$ cat config.mk
export PLATFORM = sky130hd
export DESIGN_NAME = bitserial_operand_sequencer
export DESIGN_NICKNAME = d
export VERILOG_FILES = /design/src/rtl/bitserial_pkg.sv /design/src/rtl/bitserial_operand_sequencer_skid.sv /design/src/rtl/bitserial_operand_sequencer.sv
export SDC_FILE = /design/constraint.sdc
export NUM_CORES = 1
export LEC_CHECK = 0
export ABC_CLOCK_PERIOD_IN_PS = 2300
export BUFFER_PORTS_ARGS = -buffer_cell sky130_fd_sc_hd__buf_2
export CELL_PAD_IN_SITES_DETAIL_PLACEMENT = 1
export CELL_PAD_IN_SITES_GLOBAL_PLACEMENT = 1
export CORE_AREA = 2 2 76 78
export DETAILED_ROUTE_END_ITERATION = 16
export DIE_AREA = 0 0 78 80
export GPL_TIMING_DRIVEN = 0
export HOLD_SLACK_MARGIN = 0.02
export PLACE_DENSITY = 0.8
export SLEW_MARGIN = 20
export SYNTH_ARGS = -nofsm -noshare
export SYNTH_HDL_FRONTEND = slang
export SYNTH_SLANG_ARGS = --single-unit
$ cat constraint.sdc
create_clock -name clk -period 2.3 [get_ports clk]
set_input_delay 0.23 -clock clk [delete_from_list [all_inputs] [get_ports clk]]
set_output_delay 0.23 -clock clk [all_outputs]
set_load 0.05 [all_outputs]
$ cat src/rtl/bitserial_pkg.sv
// Shared types and sizing helpers for the bit-serial operand sequencer.
// Default widths and the FSM state encoding live here.
package bitserial_pkg;

  localparam int DEF_A       = 4;
  localparam int DEF_B       = 4;
  localparam int DEF_TIMEOUT = 16;
  localparam int PROD_WIDTH  = DEF_A + DEF_B;

  function automatic int cnt_width(int b, int t);
    int m;
    m = (b > t) ? b : t;
    return $clog2(m + 1);
  endfunction

  localparam int CNT_WIDTH = cnt_width(DEF_B, DEF_TIMEOUT);

  typedef enum logic [1:0] {
    ST_IDLE,
    ST_SHIFT,
    ST_WAIT_DONE,
    ST_RESULT
  } state_e;

endpackage

$ cat src/rtl/bitserial_operand_sequencer_skid.sv
// One-entry pending slot for {multiplicand, multiplier}.
// An empty slot passes a pair straight through when it is consumed at once.
module operand_skid_slot #(
  parameter int W = 8
) (
  input  logic         clk,
  input  logic         rst,
  input  logic         in_valid,
  output logic         in_ready,
  input  logic [W-1:0] in_data,
  output logic         out_valid,
  input  logic         out_ready,
  output logic [W-1:0] out_data
);

  logic         full_q, full_d;
  logic [W-1:0] data_q, data_d;

  // Bypass when empty, hold one pair otherwise.
  always_comb begin
    in_ready  = ~full_q;
    out_valid = full_q | in_valid;
    out_data  = full_q ? data_q : in_data;
    full_d    = full_q;
    data_d    = data_q;
    if (full_q) begin
      if (out_ready) full_d = 1'b0;
    end else if (in_valid && !out_ready) begin
      full_d = 1'b1;
      data_d = in_data;
    end
  end

  // Slot storage.
  always_ff @(posedge clk) begin
    if (rst) begin
      full_q <= 1'b0;
      data_q <= '0;
    end else begin
      full_q <= full_d;
      data_q <= data_d;
    end
  end

endmodule

$ cat src/rtl/bitserial_operand_sequencer.sv
// Feeds operands bit-serially to the sequential multiplier
// and returns its product over a valid/ready handshake.
module bitserial_operand_sequencer
  import bitserial_pkg::*;
#(
  parameter int MULTIPLICAND_WIDTH = DEF_A,
  parameter int MULTIPLIER_WIDTH   = DEF_B,
  parameter int DONE_TIMEOUT       = DEF_TIMEOUT
) (
  input  logic                          clk,
  input  logic                          rst,
  input  logic                          in_valid,
  output logic                          in_ready,
  input  logic [MULTIPLICAND_WIDTH-1:0] in_multiplicand,
  input  logic [MULTIPLIER_WIDTH-1:0]   in_multiplier,
  output logic                          mult_start,
  output logic [MULTIPLICAND_WIDTH-1:0] mult_multiplicand,
  output logic [MULTIPLIER_WIDTH-1:0]   mult_multiplier,
  output logic                          mult_serial_bit,
  input  logic                          mult_done,
  input  logic [MULTIPLICAND_WIDTH+MULTIPLIER_WIDTH-1:0] mult_product,
  output logic                          out_valid,
  input  logic                          out_ready,
  output logic [MULTIPLICAND_WIDTH+MULTIPLIER_WIDTH-1:0] out_product,
  output logic                          err_timeout
);

  localparam int AW = MULTIPLICAND_WIDTH;
  localparam int BW = MULTIPLIER_WIDTH;
  localparam int PW = AW + BW;
  localparam int CW = cnt_width(BW, DONE_TIMEOUT);

  state_e          state_q, state_d;
  logic [CW-1:0]   k_q, k_d;
  logic [CW-1:0]   t_q, t_d;
  logic [AW-1:0]   a_q, a_d;
  logic [BW-1:0]   b_q, b_d;
  logic [PW-1:0]   prod_q, prod_d;
  logic            ov_q, ov_d;
  logic            err_q, err_d;
  logic            done_q, done_d;
  logic            done_rise;
  logic            take;
  logic            slot_valid;
  logic [PW-1:0]   slot_data;
  logic [BW-1:0]   b_shifted;

  operand_skid_slot #(.W(PW)) u_slot (
    .clk       (clk),
    .rst       (rst),
    .in_valid  (in_valid),
    .in_ready  (in_ready),
    .in_data   ({in_multiplicand, in_multiplier}),
    .out_valid (slot_valid),
    .out_ready (take),
    .out_data  (slot_data)
  );

  assign done_rise         = mult_done & ~done_q;
  assign b_shifted         = b_q >> k_q;
  assign mult_start        = (state_q == ST_SHIFT) && (k_q == '0) && !rst;
  assign mult_serial_bit   = (state_q == ST_SHIFT) & b_shifted[0];
  assign mult_multiplicand = a_q;
  assign mult_multiplier   = b_q;
  assign out_valid         = ov_q;
  assign out_product       = prod_q;
  assign err_timeout       = err_q;

  // Next-state: launch, shift, wait for done, present result.
  always_comb begin
    state_d = state_q;
    k_d     = k_q;
    t_d     = t_q;
    a_d     = a_q;
    b_d     = b_q;
    prod_d  = prod_q;
    ov_d    = ov_q;
    err_d   = err_q;
    done_d  = mult_done;
    take    = 1'b0;
    unique case (state_q)
      ST_IDLE: begin
        if (slot_valid) begin
          take    = 1'b1;
          a_d     = slot_data[PW-1:BW];
          b_d     = slot_data[BW-1:0];
          k_d     = '0;
          state_d = ST_SHIFT;
        end
      end
      ST_SHIFT: begin
        if (k_q == CW'(BW - 1)) begin
          t_d     = '0;
          state_d = ST_WAIT_DONE;
        end else begin
          k_d = k_q + 1'b1;
        end
      end
      ST_WAIT_DONE: begin
        if (done_rise) begin
          prod_d  = mult_product;
          ov_d    = 1'b1;
          state_d = ST_RESULT;
        end else if (t_q == CW'(DONE_TIMEOUT - 1)) begin
          err_d   = 1'b1;
          state_d = ST_IDLE;
        end else begin
          t_d = t_q + 1'b1;
        end
      end
      ST_RESULT: begin
        if (out_ready) begin
          ov_d = 1'b0;
          if (slot_valid) begin
            take    = 1'b1;
            a_d     = slot_data[PW-1:BW];
            b_d     = slot_data[BW-1:0];
            k_d     = '0;
            state_d = ST_SHIFT;
          end else begin
            state_d = ST_IDLE;
          end
        end
      end
    endcase
  end

  // State and datapath registers.
  always_ff @(posedge clk) begin
    if (rst) begin
      state_q <= ST_IDLE;
      k_q     <= '0;
      t_q     <= '0;
      a_q     <= '0;
      b_q     <= '0;
      prod_q  <= '0;
      ov_q    <= 1'b0;
      err_q   <= 1'b0;
      done_q  <= 1'b0;
    end else begin
      state_q <= state_d;
      k_q     <= k_d;
      t_q     <= t_d;
      a_q     <= a_d;
      b_q     <= b_d;
      prod_q  <= prod_d;
      ov_q    <= ov_d;
      err_q   <= err_d;
      done_q  <= done_d;
    end
  end

endmodule

== Yosys cells after proc, flatten, opt, wreduce, memory -nomap -nowiden ==
Index checks and enable logic that the tools add are counted.

* Shifts and indexed selects: 1
* $add $sub $neg: 2
* Multiplexer cells: 31
* Reduce and logical (&&, ||, !) cells: 19
* Bitwise gates (word level): 6
* Equality and inequality tests: 13

{| class="wikitable"
|+ Operator list
! operator !! number
|-
| $mux W5 || 6
|-
| $mux W4 || 4
|-
| $pmux W4 S2 || 2
|-
| $pmux W5 S3 || 1
|-
| $ne A2 B2 Y1 const B || 6
|-
| $add A5 B1 Y5 const B || 2
|-
| $mux W2 || 5
|-
| $pmux W5 S2 || 1
|-
| $reduce_and A3 Y1 || 3
|-
| $mux W1 || 8
|-
| $mux W8 || 1
|-
| $pmux W2 S4 || 1
|-
| $reduce_and A4 Y1 || 2
|-
| $reduce_and A2 Y1 || 3
|-
| $reduce_bool A2 Y1 || 3
|-
| $eq A5 B2 Y1 const B || 1
|-
| $eq A5 B4 Y1 const B || 1
|-
| $logic_not A5 Y1 || 1
|-
| $shr A4 B5 Y1 || 1
|-
| $eq A2 B2 Y1 const B || 2
|-
| $pmux W1 S2 || 2
|-
| $logic_and A1 B1 Y1 || 3
|-
| $ne A3 B3 Y1 const B || 1
|-
| $not A1 Y1 || 3
|-
| 7 further kinds || 9
|}

* Register bits: 40

== Logic depth before layout (Yosys ltp) ==
* Depth after elaboration: 8
* Gate-level depth with buffers: 7
* Mapped depth without buffers: 7

== Hierarchy ==
From an unflattened synthesis, not the netlist that was laid out.

* Cell total of the unflattened synthesis: 221
* Area, all modules: 1994.4 µm²

{| class="wikitable"
|+ Modules (own cells, without submodules)
! module !! cells each !! instances !! area an instance (µm²)
|-
| bitserial_operand_sequencer || 173 || 1 || 1488.9
|-
| operand_skid_slot || 48 || 1 || 505.5
|}

== Least setup slack after synthesis ==
Ideal clock, no wire load.

* Kind: register to register
* Start: register k_q[0]
* End: register t_q[3]
* Stages on the path, launching flop included: 7
* Path buffers: 1
* Data arrival time: 2.082 ns
* Slack: 0.144 ns
* Setup time: 0.074 ns
* Cells stage by stage: dfxtp_1 > ha_1 > or4b_1 > buf_2 > a2111o_1 > or4_1 > o21ai_0

* Cells in the longest elaborated chain, start to end: 3

{| class="wikitable"
|+ Ends and longest elaborated chain
! element !! RTL line !! source
|-
| from (decl) || bitserial_operand_sequencer.sv:34 || <nowiki>logic [CW-1:0] k_q, k_d;</nowiki>
|-
| from (signal assigned) || bitserial_operand_sequencer.sv:142 || <nowiki>k_q <= k_d;</nowiki>
|-
| $eq A5 B2 Y1 || bitserial_operand_sequencer.sv:92 || <nowiki>if (k_q == CW'(BW - 1)) begin</nowiki>
|-
| $ne A2 B1 Y1 (no line) || - ||
|-
| $reduce_and A4 Y1 (no line) || - ||
|-
| to (signal assigned) || bitserial_operand_sequencer.sv:143 || <nowiki>t_q <= t_d;</nowiki>
|-
| to (decl) || bitserial_operand_sequencer.sv:35 || <nowiki>logic [CW-1:0] t_q, t_d;</nowiki>
|}

Every way passes these cells.
A chain may end at the register's enable or synchronous reset.

== Worst setup path after layout ==
* Start: register k_q[0]
* End: register t_q[2]

The elaborated chain is that of the path after synthesis.

==> key figures <==
Global route
  – Pin count of the biggest net entering global routing: 13
  – Remaining global-route overflow: 0
  – Number of global-route vias before repair: 1771
  – Total Routing Usage GR: 17.01%
  – Number of antenna violations at the first check in global routing: 0
  – First-pass GRT wire length: 8.328 mm

Clock tree
  – CTS Sinks: 40
  – Later-pin clock latency in the skew report: 0.29 ns
  – # H-tree levels: 2
  – Clk root buf: sky130_fd_sc_hd__clkbuf_8
  – Number of buffers created by CTS: 5
  – Maximum clock insertion buffer count: 2
  – CTS tree: yes
  – Clock-pin slew of the registers on the worst-case setup and hold paths: 0.08 ns

Critical path
  – Buffering stage count on the worst path with inverters included: 1
  – Worst setup SP type: flip-flop
  – Critical path data required time: 2.53 ns
  – Category of the worst setup path capture point: flip-flop
  – Cells along the critical path: ha_2 > or4b_4 > buf_4 > a2111o_1 > or3b_1 > a21oi_1
  – CP peak stage delay: 0.46 ns
  – Maximum fanout count along the critical path: 6
  – Slowest CP cell: sky130_fd_sc_hd__or4b_4
  – CP arrival: 2.43 ns
  – Worst setup path category: reg2reg
  – Worst path top cell family by delay: simple AND/OR/NAND/NOR gates

Die
  – I/O pin cnt: 42
  – Total Die Area: 6240 um2
  – Die span in x: 78 um
  – Initial core utilization: 35.02%
  – Cell Rows: 27
  – Vertical extent of the die: 80 um
  – Core region area: 5405 um2

Routing
  – Post-route ant nets: 0
  – Avg Vias per Cell: 5.155
  – Via count of the routed design: 1732
  – Detailed Route WL: 4.911 mm
  – Routed length per placed instance: 14.62 um
  – Number of search-and-repair iterations in the first detailed-routing pass: 4
  – # DRC: 0
  – Starting DRT DRC Count: 61

Timing
  – RSZ-0062 raised after global routing: no
  – Final count of pins violating max slew: 0
  – Final min period: 2.196 ns
  – Clock skew after layout: 0.008339 ns
  – Achievable clock frequency: 455.3 MHz
  – Number of hold-slack violations in the final timing report: 0
  – Number of failing setup endpoints in the final timing report: 0
  – Setup TNS after final layout: 0 ns
  – WHS: 0.1778 ns
  – Worst Max-Slew Pin Slew: 0.6762 ns
  – Fin crit share: 95.50%
  – Worst slew margin relative to its limit: 54.92%

Placement
  – Instance area at placement: 2188 um2
  – Placed wire-length estimate after detailed placement: 3.561 mm
  – IO buf count: 41
  – Final weighted congestion in routability-driven placement: 0.8182

Layout
  – Count of antenna diodes in the layout: 0
  – Area grow syn2layout: 23.33%
  – Post-layout net count: 293
  – Design Area, Final: 2335 um2
  – Fraction of final layout cells sized beyond drive strength 1: 23.48%

Synth
  – Flops & latches, synth: 40
  – Mapped Cells: 216
  – Synthesized area: 1893 um2
  – Area contributors post-synth: sky130_fd_sc_hd__dfxtp_1 42%, sky130_fd_sc_hd__mux2i_1 9.5%, sky130_fd_sc_hd__ha_1 5.9%
  – Total number of yosys warnings: 0
  – Share of the synthesized area in the top cell type: 42.30%
  – Synth Net Count: 246
  – Number of distinct library cell variants in the gate-level netlist after synthesis: 36
  – Biggest area consumer among synthesized cells: sky130_fd_sc_hd__dfxtp_1
  – Ys flop type: sky130_fd_sc_hd__dfxtp_1
  – Count of flip-flops with a built-in enable after synthesis: 0
  – Post-synthesis average cell area: 8.764 um2
  – Register area share after synthesis: 42.30%
  – Proportion of register bits with asynchronous set or reset after synthesis: 0%

Power and ir drop
  – Cell internal power dissipation: 1.595 mW
  – Comb power frac: 43.2%
  – Leakage dissipation: 0.9671 nW
  – IR drop worst, VDD: 0.0006550 V
  – Clock Power Share: 23.3%
  – Total power consumption of the routed design: 2.720 mW
  – Net Sw Frac: 41.36%
  – Power per unit of standard cell area: 1165 nW/um2
  – Net switching power figure: 1.125 mW
  – Fraction of power consumed by sequential logic: 33.5%

Worst hold path
  – Classification of the worst-slack hold path: in2reg

Run status
  – Run status: complete, no violations

Flow run
  – Total of max-cap violations: 0
-- worst min-delay path, cell delays in order --
cell and delay [ns]:
sky130_fd_sc_hd__buf_2 0.10, sky130_fd_sc_hd__nand3_1 0.05, sky130_fd_sc_hd__a21oi_1 0.05
-- cell families (layout without fill, tap and decap cells) --
family | after synthesis | count (layout) | share of synthesized area, %
and+or+nand+nor | 76 | 76 | 19.50
AOI/OAI and AO/OA | 51 | 51 | 17.25
muxes | 19 | 19 | 10.71
DFF | 40 | 40 | 42.30
adders and majority gates | 9 | 9 | 5.949
buffers and inverters | 21 | 69 | 4.295
-- cells in the mapped netlist (all sizes together), types with 2 or more instances --
| library cell | number |
|---|---|
| a211oi | 11 |
| inv | 9 |
| a21oi | 20 |
| or4 | 2 |
| ha | 9 |
| o31ai | 2 |
| nor3 | 3 |
| nand2b | 2 |
| o32ai | 2 |
| mux2i | 18 |
| nand4 | 3 |
| nand3 | 12 |
| o21ai | 7 |
| and3 | 3 |
| clkbuf | 10 |
| or2 | 3 |
| o211ai | 2 |
| nor2 | 22 |
| nor2b | 5 |
| and2 | 2 |
| buf | 2 |
| dfxtp | 40 |
| nand2 | 17 |
-- stage by stage --
| stage | setup slack [ns] | instances | util, % |
|---|---|---|---|
| after floorplan | 0.1441 | 216 | - |
| after global placement | -0.003704 | 329 | 40.49 |
| after detailed placement | -0.05764 | 329 | 40.49 |
| after CTS | 0.0005498 | 337 | 42.94 |
| after global routing | 0.02275 | 336 | 43.19 |
| final | 0.1035 | 336 | 43.19 |
-- per-layer routing --
metal / vias to the layer above / track usage, % / wire length (um)
met3: 9 / 3.959 / 153
met4: 0 / 7.018 / 107
li1: 868 / - / -
met1: 830 / 21.14 / 2289
met2: 25 / 28.36 / 2360
met5: - / 0 / 0
-- power groups by stage --
stage,sequential (mW),combinational [mW],clock (mW)
6_report,0.912,1.18,0.633
5_1_grt,0.929,1.29,0.677
4_1_cts,0.913,1.17,0.648
3_5_place_dp,0.926,1.16,0
3_3_place_gp,0.919,1.14,0
2_1_floorplan,1.14,0.671,0
-- cell type report --
type | count | area (um2)
clock buffers | 7 | 96.34
flip-flops and latches | 40 | 808.3
fillers | 688 | 3070
well taps | 72 | 90.09
multi-input cells | 155 | 1021
repair buffers | 42 | 212.7
inverters | 9 | 33.78
clock inverters | 1 | 30.03
plain buffers | 10 | 42.54
-- sequential cells by signal, indices dropped and copies added, names as in the netlist --
| signal | count |
|---|---|
| done_q | 1 |
| err_timeout | 1 |
| k_q | 5 |
| mult_multiplicand | 4 |
| mult_multiplier | 4 |
| out_product | 8 |
| out_valid | 1 |
| state_q | 2 |
| t_q | 5 |
| u_slot.data_q | 8 |
| u_slot.full_q | 1 |
-- layout by cell type, fill, tap and decap left out, types with 5 or more instances in the layout --
cell type,instances
sky130_fd_sc_hd__ha_1,8
sky130_fd_sc_hd__o21ai_0,7
sky130_fd_sc_hd__clkbuf_1,7
sky130_fd_sc_hd__dfxtp_1,38
sky130_fd_sc_hd__nor2b_1,5
sky130_fd_sc_hd__a211oi_1,11
sky130_fd_sc_hd__buf_2,41
sky130_fd_sc_hd__a21oi_1,19
sky130_fd_sc_hd__nand2_1,17
sky130_fd_sc_hd__nand3_1,12
sky130_fd_sc_hd__clkbuf_8,7
sky130_fd_sc_hd__inv_1,9
sky130_fd_sc_hd__mux2i_1,18
sky130_fd_sc_hd__nor2_1,22
-- timing repair --
| item | 4_1_cts | 5_1_grt |
|---|---|---|
| setup buffers | 0 | 1 |
| cloned | 0 | 0 |
| gates resized for setup | 4 | 5 |
| pin swaps | 0 | 3 |
| setup endpoints to repair | 4 | 12 |
| hold buffers | 0 | 0 |
-- final timing paths --
kind / startpoint / slack (ns) / end / cells past startpoint
max: k_q[0] / 0.10 / t_q[2] / 6
min: mult_product[7] / 0.18 / out_product[7] / 3
max reg2reg: k_q[0] / 0.10 / t_q[2] / 6
min reg2reg: out_product[5] / 0.46 / out_product[5] / 2
No activity file was read; power rests on OpenSTA's default activity.
